### config.mk
export PLATFORM = sky130hd
export DESIGN_NAME = lcd_timing_gen
export DESIGN_NICKNAME = d
export VERILOG_FILES = /design/src/rtl/lcd_timing_pkg.sv /design/src/rtl/lcd_timing_gen_sig_delay.sv /design/src/rtl/lcd_timing_gen.sv
export SDC_FILE = /design/constraint.sdc
export NUM_CORES = 1
export LEC_CHECK = 0
export ABC_AREA = 1
export CAP_MARGIN = 20
export CORE_MARGIN = 2
export CORE_UTILIZATION = 55
export DETAILED_ROUTE_END_ITERATION = 8
export PLACE_DENSITY = 0.93
export SETUP_SLACK_MARGIN = 0.02
export SYNTH_ARGS = -nofsm -noshare
export SYNTH_HDL_FRONTEND = slang
export SYNTH_SLANG_ARGS = --single-unit
### constraint.sdc
create_clock -name clk -period 2.8 [get_ports clk]
set_clock_uncertainty 0.1 [all_clocks]
set_input_delay 0.7 -clock clk [delete_from_list [all_inputs] [get_ports clk]]
set_output_delay 0.7 -clock clk [all_outputs]
set_load 0.03 [all_outputs]
### src/rtl/lcd_timing_pkg.sv
// Shared raster-timing definitions for the display path: default 640x480@60
// geometry, the RGB565 pixel type and the line/frame total helper.
package lcd_timing_pkg;

   localparam int unsigned CNT_W   = 11;
   localparam int unsigned RGB_W   = 16;
   localparam int unsigned CNT_MAX = (1 << CNT_W) - 1;

   localparam int unsigned DEF_H_SYNC  = 96;
   localparam int unsigned DEF_H_BACK  = 48;
   localparam int unsigned DEF_H_DISP  = 640;
   localparam int unsigned DEF_H_FRONT = 16;
   localparam int unsigned DEF_V_SYNC  = 2;
   localparam int unsigned DEF_V_BACK  = 33;
   localparam int unsigned DEF_V_DISP  = 480;
   localparam int unsigned DEF_V_FRONT = 10;

   // RGB565 pixel as produced by every pixel generator
   typedef struct packed {
      logic [4:0] r;
      logic [5:0] g;
      logic [4:0] b;
   } rgb565_t;

   // Per-pixel timing flags carried alongside the pixel through the pipeline
   typedef struct packed {
      logic hs;
      logic vs;
      logic de;
      logic fs;
   } tim_flags_t;

   localparam int unsigned FLAGS_W = $bits(tim_flags_t);

   // Total clocks per line (or lines per frame) from the four segment widths
   function automatic int unsigned calc_total(input int unsigned sync_w,
                                              input int unsigned back_w,
                                              input int unsigned disp_w,
                                              input int unsigned front_w);
      return sync_w + back_w + disp_w + front_w;
   endfunction

endpackage

### src/rtl/lcd_timing_gen_sig_delay.sv
// Fixed-depth shift delay with synchronous reset to a programmable value.
module sig_delay #(
   parameter int unsigned       WIDTH   = 1,
   parameter int unsigned       DEPTH   = 1,
   parameter logic [WIDTH-1:0]  RST_VAL = '0
) (
   input  logic             clk,
   input  logic             rst,
   input  logic [WIDTH-1:0] sig_i,
   output logic [WIDTH-1:0] sig_o
);

   logic [WIDTH-1:0] stage_q [DEPTH];

   // Shift chain; every stage returns to RST_VAL while rst is high
   always_ff @(posedge clk) begin
      if (rst) begin
         for (int unsigned i = 0; i < DEPTH; i++) begin
            stage_q[i] <= RST_VAL;
         end
      end else begin
         stage_q[0] <= sig_i;
         for (int unsigned i = 1; i < DEPTH; i++) begin
            stage_q[i] <= stage_q[i-1];
         end
      end
   end

   assign sig_o = stage_q[DEPTH-1];

endmodule

### src/rtl/lcd_timing_gen.sv
// Raster timing generator: sweeps h/v counters, requests pixels by active-area
// coordinate, and emits sync/de/rgb aligned to the returned pixel.
module lcd_timing_gen
   import lcd_timing_pkg::*;
#(
   parameter int unsigned H_SYNC   = DEF_H_SYNC,
   parameter int unsigned H_BACK   = DEF_H_BACK,
   parameter int unsigned H_DISP   = DEF_H_DISP,
   parameter int unsigned H_FRONT  = DEF_H_FRONT,
   parameter int unsigned V_SYNC   = DEF_V_SYNC,
   parameter int unsigned V_BACK   = DEF_V_BACK,
   parameter int unsigned V_DISP   = DEF_V_DISP,
   parameter int unsigned V_FRONT  = DEF_V_FRONT,
   parameter logic        SYNC_POL = 1'b0,
   parameter int unsigned PIX_LAT  = 1
) (
   input  logic             clk,
   input  logic             rst,
   input  rgb565_t          pixel_data,
   output logic [CNT_W-1:0] pixel_xpos,
   output logic [CNT_W-1:0] pixel_ypos,
   output logic             lcd_hs,
   output logic             lcd_vs,
   output logic             lcd_de,
   output rgb565_t          lcd_rgb,
   output logic             frame_start
);

   localparam int unsigned H_TOTAL = calc_total(H_SYNC, H_BACK, H_DISP, H_FRONT);
   localparam int unsigned V_TOTAL = calc_total(V_SYNC, V_BACK, V_DISP, V_FRONT);

   // Geometry must fit the 11-bit counters and the latency must be supported
   if (H_TOTAL > CNT_MAX || V_TOTAL > CNT_MAX || H_TOTAL == 0 || V_TOTAL == 0) begin : g_bad_geom
      $error("lcd_timing_gen: H_TOTAL/V_TOTAL must be 1..%0d", CNT_MAX);
   end
   if (PIX_LAT < 1 || PIX_LAT > 4) begin : g_bad_lat
      $error("lcd_timing_gen: PIX_LAT must be 1..4");
   end

   localparam logic [CNT_W-1:0] H_MAX    = CNT_W'(H_TOTAL - 1);
   localparam logic [CNT_W-1:0] V_MAX    = CNT_W'(V_TOTAL - 1);
   localparam logic [CNT_W-1:0] H_SYNC_C = CNT_W'(H_SYNC);
   localparam logic [CNT_W-1:0] V_SYNC_C = CNT_W'(V_SYNC);
   localparam logic [CNT_W-1:0] H_ACT_S  = CNT_W'(H_SYNC + H_BACK);
   localparam logic [CNT_W-1:0] H_ACT_E  = CNT_W'(H_SYNC + H_BACK + H_DISP);
   localparam logic [CNT_W-1:0] V_ACT_S  = CNT_W'(V_SYNC + V_BACK);
   localparam logic [CNT_W-1:0] V_ACT_E  = CNT_W'(V_SYNC + V_BACK + V_DISP);
   localparam int unsigned      DLY      = PIX_LAT + 1;

   logic [CNT_W-1:0] h_cnt_q, h_cnt_d;
   logic [CNT_W-1:0] v_cnt_q, v_cnt_d;
   logic [CNT_W-1:0] xpos_q, xpos_d;
   logic [CNT_W-1:0] ypos_q, ypos_d;
   logic             act_c;
   tim_flags_t       flags_c;
   tim_flags_t       flags_dly;
   logic             lcd_hs_q, lcd_vs_q, lcd_de_q, frame_start_q;
   rgb565_t          lcd_rgb_q;

   // Counter advance: h wraps every line, v steps on each h wrap
   always_comb begin
      h_cnt_d = h_cnt_q + CNT_W'(1);
      v_cnt_d = v_cnt_q;
      if (h_cnt_q == H_MAX) begin
         h_cnt_d = '0;
         v_cnt_d = (v_cnt_q == V_MAX) ? '0 : v_cnt_q + CNT_W'(1);
      end
   end

   // Raster position registers
   always_ff @(posedge clk) begin
      if (rst) begin
         h_cnt_q <= '0;
         v_cnt_q <= '0;
      end else begin
         h_cnt_q <= h_cnt_d;
         v_cnt_q <= v_cnt_d;
      end
   end

   // Decode of the current counter position into timing flags and coordinates
   always_comb begin
      act_c      = (h_cnt_q >= H_ACT_S) && (h_cnt_q < H_ACT_E) &&
                   (v_cnt_q >= V_ACT_S) && (v_cnt_q < V_ACT_E);
      flags_c.hs = (h_cnt_q < H_SYNC_C);
      flags_c.vs = (v_cnt_q < V_SYNC_C);
      flags_c.de = act_c;
      flags_c.fs = (h_cnt_q == '0) && (v_cnt_q == '0);
      xpos_d     = act_c ? h_cnt_q - H_ACT_S : '0;
      ypos_d     = act_c ? v_cnt_q - V_ACT_S : '0;
   end

   // Coordinate request to the pixel generators
   always_ff @(posedge clk) begin
      if (rst) begin
         xpos_q <= '0;
         ypos_q <= '0;
      end else begin
         xpos_q <= xpos_d;
         ypos_q <= ypos_d;
      end
   end

   // Flags wait out the coordinate register plus the generator latency
   sig_delay #(
      .WIDTH   (FLAGS_W),
      .DEPTH   (DLY),
      .RST_VAL ('0)
   ) u_flag_dly (
      .clk   (clk),
      .rst   (rst),
      .sig_i (flags_c),
      .sig_o (flags_dly)
   );

   // Pin stage: sync polarity applied, pixel gated to the active area
   always_ff @(posedge clk) begin
      if (rst) begin
         lcd_hs_q      <= ~SYNC_POL;
         lcd_vs_q      <= ~SYNC_POL;
         lcd_de_q      <= 1'b0;
         lcd_rgb_q     <= '0;
         frame_start_q <= 1'b0;
      end else begin
         lcd_hs_q      <= flags_dly.hs ? SYNC_POL : ~SYNC_POL;
         lcd_vs_q      <= flags_dly.vs ? SYNC_POL : ~SYNC_POL;
         lcd_de_q      <= flags_dly.de;
         lcd_rgb_q     <= flags_dly.de ? pixel_data : '0;
         frame_start_q <= flags_dly.fs;
      end
   end

   assign pixel_xpos  = xpos_q;
   assign pixel_ypos  = ypos_q;
   assign lcd_hs      = lcd_hs_q;
   assign lcd_vs      = lcd_vs_q;
   assign lcd_de      = lcd_de_q;
   assign lcd_rgb     = lcd_rgb_q;
   assign frame_start = frame_start_q;

endmodule

Word-level counts from Yosys, hierarchy flattened --
Memory sizes are Yosys's and may differ from the RTL's. Cells that the tools add are included. W data, S select, Z words.
Word-level totals: flip-flop bits (word level) 64, bits in writable memories 8, input bits 18, output and inout port bits 42, logic and storage cells 45, memories kept 1
Memories:
- u_flag_dly.stage_q | words 2, bits a word 4, read ports 2, clocked after memory_dff 0, write ports 2, RTL line lcd_timing_gen_sig_delay.sv:13 | logic [WIDTH-1:0] stage_q [DEPTH];
Cells by class: $add $sub $neg 4, $lt $le $gt $ge 6, equality and inequality tests 2, muxes and demuxes 8, bitwise logic cells 4, reductions and logical operators 9
Operators with widths (count):
- $add A11 B1 Y11 const B | 2
- $eq A11 B10 Y1 const B | 2
- $logic_not A11 Y1 | 2
- $lt A11 B10 Y1 const B | 2
- $ge A11 B6 Y1 const B | 1
- $ge A11 B8 Y1 const B | 1
- $lt A11 B2 Y1 const B | 1
- $lt A11 B7 Y1 const B | 1
- $mux W11 | 1
- $sub A11 B6 Y11 const B | 1
- $sub A11 B8 Y11 const B | 1
- $mux W4 | 2
- $reduce_or A2 Y1 | 3
- $mux W1 | 5
- $logic_and A1 B1 Y1 | 4
- $not A1 Y1 | 2
- $or A1 B1 Y1 | 2

Logic depth before layout (Yosys ltp) --
depth in word-level cells 6, mapped depth 11, mapped depth without buffers 10

Hierarchy --
From an unflattened synthesis, not the netlist that was laid out.
Second synthesis, totals: cells, all modules 396, area, all modules 3025.4 µm²
By module, submodules not included:
- lcd_timing_gen | times used 1, cells an instance 367, area each 2763.9 µm², sequential area each 1281.2 µm²
- sig_delay | times used 1, cells an instance 29, area each 261.5 µm², sequential area each 160.2 µm²

Worst setup path before layout --
Ideal clock, no wire load.
path type register -> register, start point register h_cnt_q[5], end point register ypos_q[2], in the netlist pixel_ypos[2], library setup time 62 ps, arrival 1368 ps, required time 2638 ps, path slack 1270 ps, stages on the path, launching flop included 12, path buffers 1, period minus slack after synthesis 1530 ps, cell sequence dfxtp_1 -> inv_1 -> ha_1 -> inv_1 -> nor2_1 -> nand2_1 -> nor2_1 -> nor2_1 -> nor2_2 -> nand3_2 -> buf_6 -> nor2_2
Between the ends: longest elaborated chain between the ends 6, elaborated cells between the ends (all ways) 7, those cells by class 2 x order compare; 1 x bitwise; 4 x reduce/logical
RTL lines:
- start: declaration | RTL line lcd_timing_gen.sv:50 | logic [CNT_W-1:0] h_cnt_q, h_cnt_d;
- start signal: assignment | RTL line lcd_timing_gen.sv:76 | h_cnt_q <= h_cnt_d;
- $ge A11 B8 Y1 / $lt A11 B10 Y1 (equally long branches) | RTL line lcd_timing_gen.sv:83 | act_c = (h_cnt_q >= H_ACT_S) && (h_cnt_q < H_ACT_E) &&
- $logic_and A1 B1 Y1 (*) (2 in series) | RTL line lcd_timing_gen.sv:83
- $logic_and A1 B1 Y1 (*) | RTL line lcd_timing_gen.sv:84 | (v_cnt_q >= V_ACT_S) && (v_cnt_q < V_ACT_E);
- $not A1 Y1 (no line) (*)
- $reduce_or A2 Y1 (no line) (*)
- end signal: assignment | RTL line lcd_timing_gen.sv:100 | ypos_q <= ypos_d;
- end: declaration | RTL line lcd_timing_gen.sv:53 | logic [CNT_W-1:0] ypos_q, ypos_d;
Every way passes the cells marked *; elsewhere a longest branch is shown, timed or not. A chain may end at the register's enable or synchronous reset.

Worst setup path in the final report --
start point register lcd_vs_q, in the netlist lcd_vs, end point output port lcd_vs
RTL lines:
- start: declaration | RTL line lcd_timing_gen.sv:57 | logic lcd_hs_q, lcd_vs_q, lcd_de_q, frame_start_q;
- start signal: assignment | RTL line lcd_timing_gen.sv:120 | lcd_vs_q <= ~SYNC_POL;
- start signal: assignment | RTL line lcd_timing_gen.sv:126 | lcd_vs_q <= flags_dly.vs ? SYNC_POL : ~SYNC_POL;
- end: declaration | RTL line lcd_timing_gen.sv:23 | output logic lcd_vs,
No word-level cell between the ends.

==> flow_summary_export.csv <==
group,metric,value,unit
worst_setup_path,cp-end-kind,"output pin",
placed_design,portBuffers,59,
finish,fillers,419,
worst_setup_path,cp_slowest_stage_delay,0.66,ns
cts,clockBufferDepth,2,
die,die_area,0.006168,mm²
sta,tightestPinTransition,0.5000,ns
worst_setup_path,startpoint_type,"flip-flop",
die,coreArea,0.005439,mm²
route,vias_per_cell,4.978,
outcome,status,"finished clean",
pwr,vdd_drop_max,0.2712,mV
die,ioPinCount,60,
cts,cts_made_buffers,9,
finish,diodes,0,
yosys,syn-num-nets,429,
pwr,p_per_area,494.6,mW/mm²
worst_setup_path,critical_path.top_delay_family,"buffers and inverters",
worst_setup_path,startpoint,"lcd_vs$_SDFF_PP1_",
sta,fin_crit_sh,0.7603,
finish,layout_common_cells,"72 x dfxtp_1, 71 x nand2_1, 68 x inv_1",
grt,grt_usage,0.2196,
worst_setup_path,timing.rr.start,"h_cnt_q[5]$_SDFF_PP0_",
worst_hold_path,min_path_type,"reg2reg",
grt,grt_start_max_net_pins,24,
worst_setup_path,cp_cell_sequence,"clkdlybuf4s50_1",
run,drv_cap,0,
yosys,syn_area_per_cell,7.582,µm²
sta,setup_ws,0.6711,ns
grt,antenna_found_initial,0,
route,drt_iter0_drc,198,
worst_setup_path,worst-path-max-fanout,1,
worst_setup_path,rrSetupSlack,0.80,ns
cts,cts_tree,"yes",
grt,grt_overflow,0,
finish,drive_above_1_share,0.1137,
worst_setup_path,cp.required,2.00,ns
cts,clk_pin_slew,0.07,ns
grt,grt_pass1_vias,2476,
die,rows,27,
yosys,synth_area,0.003055,mm²
route,drt-total-wl,6.338,mm
cts,htree_levels,3,
pwr,fin_total_pwr,1.912,mW
yosys,synthCells,403,
die,die_x,78.54,µm
worst_setup_path,crit_end,"lcd_vs",
grt,grt_pass1_wl,10.61,mm
pwr,power_leakage,1.848,nW
cts,clock_latency,0.34,ns
worst_setup_path,path_buf_inv,1,
sta,tns,0,ns
placed_design,pre_cts_slack,0.5521,ns
cts,cts_sinks,72,
finish,final_common_cell,"dfxtp_1",
worst_setup_path,reg2regPathDepth,9,
placed_design,dpl.hpwl,4.671,mm
finish,nets,488,
worst_setup_path,rr_endpoint,"h_cnt_q[5]$_SDFF_PP0_",
sta,slew_violations,0,
sta,period_minus_slack,2.129,ns
sta,setup-violations-final,0,
route,via_count,2678,
yosys,ys_ff_latch,72,
route,firstDrtPassIters,7,
sta,max-slew-margin-rel,0.6659,
worst_setup_path,crit_slowest_cell,"clkdlybuf4s50_1",
route,detail_route.wl_per_cell,11.78,µm
die,die_y,78.54,µm
finish,utilization,0.7108,
finish,syn2layout_area_growth,26.54,%
cts,cts_setup_buffers,0,
sta,finalHoldViolations,0,
cts,cts-root-buf,"clkbuf_8",
die,start_util,0.5618,
placed_design,place_congestion,0.9615,
cts,cts_resized,0,
sta,rsz0062_at_grt,"false",
worst_setup_path,crit_arrival,1.33,ns
route,drcViolationCount,0,
worst_setup_path,cp.depth,1,
cts,ctsHoldBuffers,0,
sta,clock.fmax,469.7,MHz
yosys,yosysSeqAreaShare,0.4717,
yosys,synth_warnings,0,
route,ant_nets,0,
sta,hold_ws,0.2819,ns
worst_setup_path,path_class,"reg2out",
yosys,yosysUniqueCellTypes,25,
cell families (layout without fill, tap and decap cells):
kind of cell,Yosys count,after routing,synth area share
flops,72,72,0.4717
compound gates,20,20,0.03522
simple gates,199,199,0.2948
fa+ha+maj,8,8,0.03276
xor+xnor,17,17,0.04873
buf+inv,87,150,0.1167
stage by stage:
step	instance area [µm²]	std cells
4_1_cts	3866	538
6_report	3866	538
2_1_floorplan	3055	403
5_1_grt	3866	538
3_5_place_dp	3672	523
3_3_place_gp	3672	523
worst min-delay path by stage:
stage | end | slack, ns | cells past startpoint | from
finish | lcd_vs$_SDFF_PP1_ | 0.28 | 1 | u_flag_dly.stage_q[0][6]$_SDFF_PP0_
global route | lcd_vs$_SDFF_PP1_ | 0.29 | 1 | u_flag_dly.stage_q[0][6]$_SDFF_PP0_
CTS | lcd_vs$_SDFF_PP1_ | 0.29 | 1 | u_flag_dly.stage_q[0][6]$_SDFF_PP0_
detailed placement | lcd_vs$_SDFF_PP1_ | 0.27 | 1 | u_flag_dly.stage_q[0][6]$_SDFF_PP0_
global placement | lcd_vs$_SDFF_PP1_ | 0.27 | 1 | u_flag_dly.stage_q[0][6]$_SDFF_PP0_
floorplan | lcd_hs$_SDFF_PP1_ | 0.25 | 1 | u_flag_dly.stage_q[0][7]$_SDFF_PP0_
area by class of cell:
cell class / count / area (µm²) / area share
Sequential cell: 72 / 1441 / 0.3728
Multi-Input combinational cell: 244 / 1257 / 0.3252
Timing Repair Buffer: 61 / 605.6 / 0.1566
Inverter: 74 / 277.8 / 0.07184
Clock buffer: 10 / 137.6 / 0.03560
Tap cell: 72 / 90.09 / 0.02330
Clock inverter: 5 / 56.30 / 0.01456
synthesized netlist by cell type, drive strengths merged:
cell	number	share of area
a21oi	12	0.020
buf	10	0.022
clkbuf	3	0.0037
dfxtp	72	0.47
ha	8	0.033
inv	74	0.091
nand2	72	0.089
nand3	24	0.046
nand4	9	0.018
nor2	84	0.12
nor3	9	0.015
nor4	1	0.0020
o21ai	6	0.011
o21bai	1	0.0025
o22ai	1	0.0020
xnor2	2	0.0057
xor2	15	0.043
power breakdown:
group / switching [mW] / leakage (nW) / internal (mW)
logic: 0.0333 / 1.17 / 0.0363
registers: 0.00596 / 0.583 / 1.03
clock network: 0.372 / 0.0985 / 0.430
state kept, by name, indices dropped and copies added (netlist names):
signal              flops
lcd_hs                  1
frame_start             1
pixel_xpos             11
h_cnt_q                11
v_cnt_q                11
u_flag_dly.stage_q      8
pixel_ypos             11
lcd_rgb                16
lcd_de                  1
lcd_vs                  1
routing by layer:
layer / global-route usage / wire length, µm / vias up
li1: - / - / 1336
met1: 0.2553 / 2724 / 1203
met2: 0.3641 / 2937 / 119
met3: 0.05517 / 513 / 20
met4: 0.1298 / 163 / 0
met5: 0 / 0 / -
No activity file was read; power rests on OpenSTA's default activity.
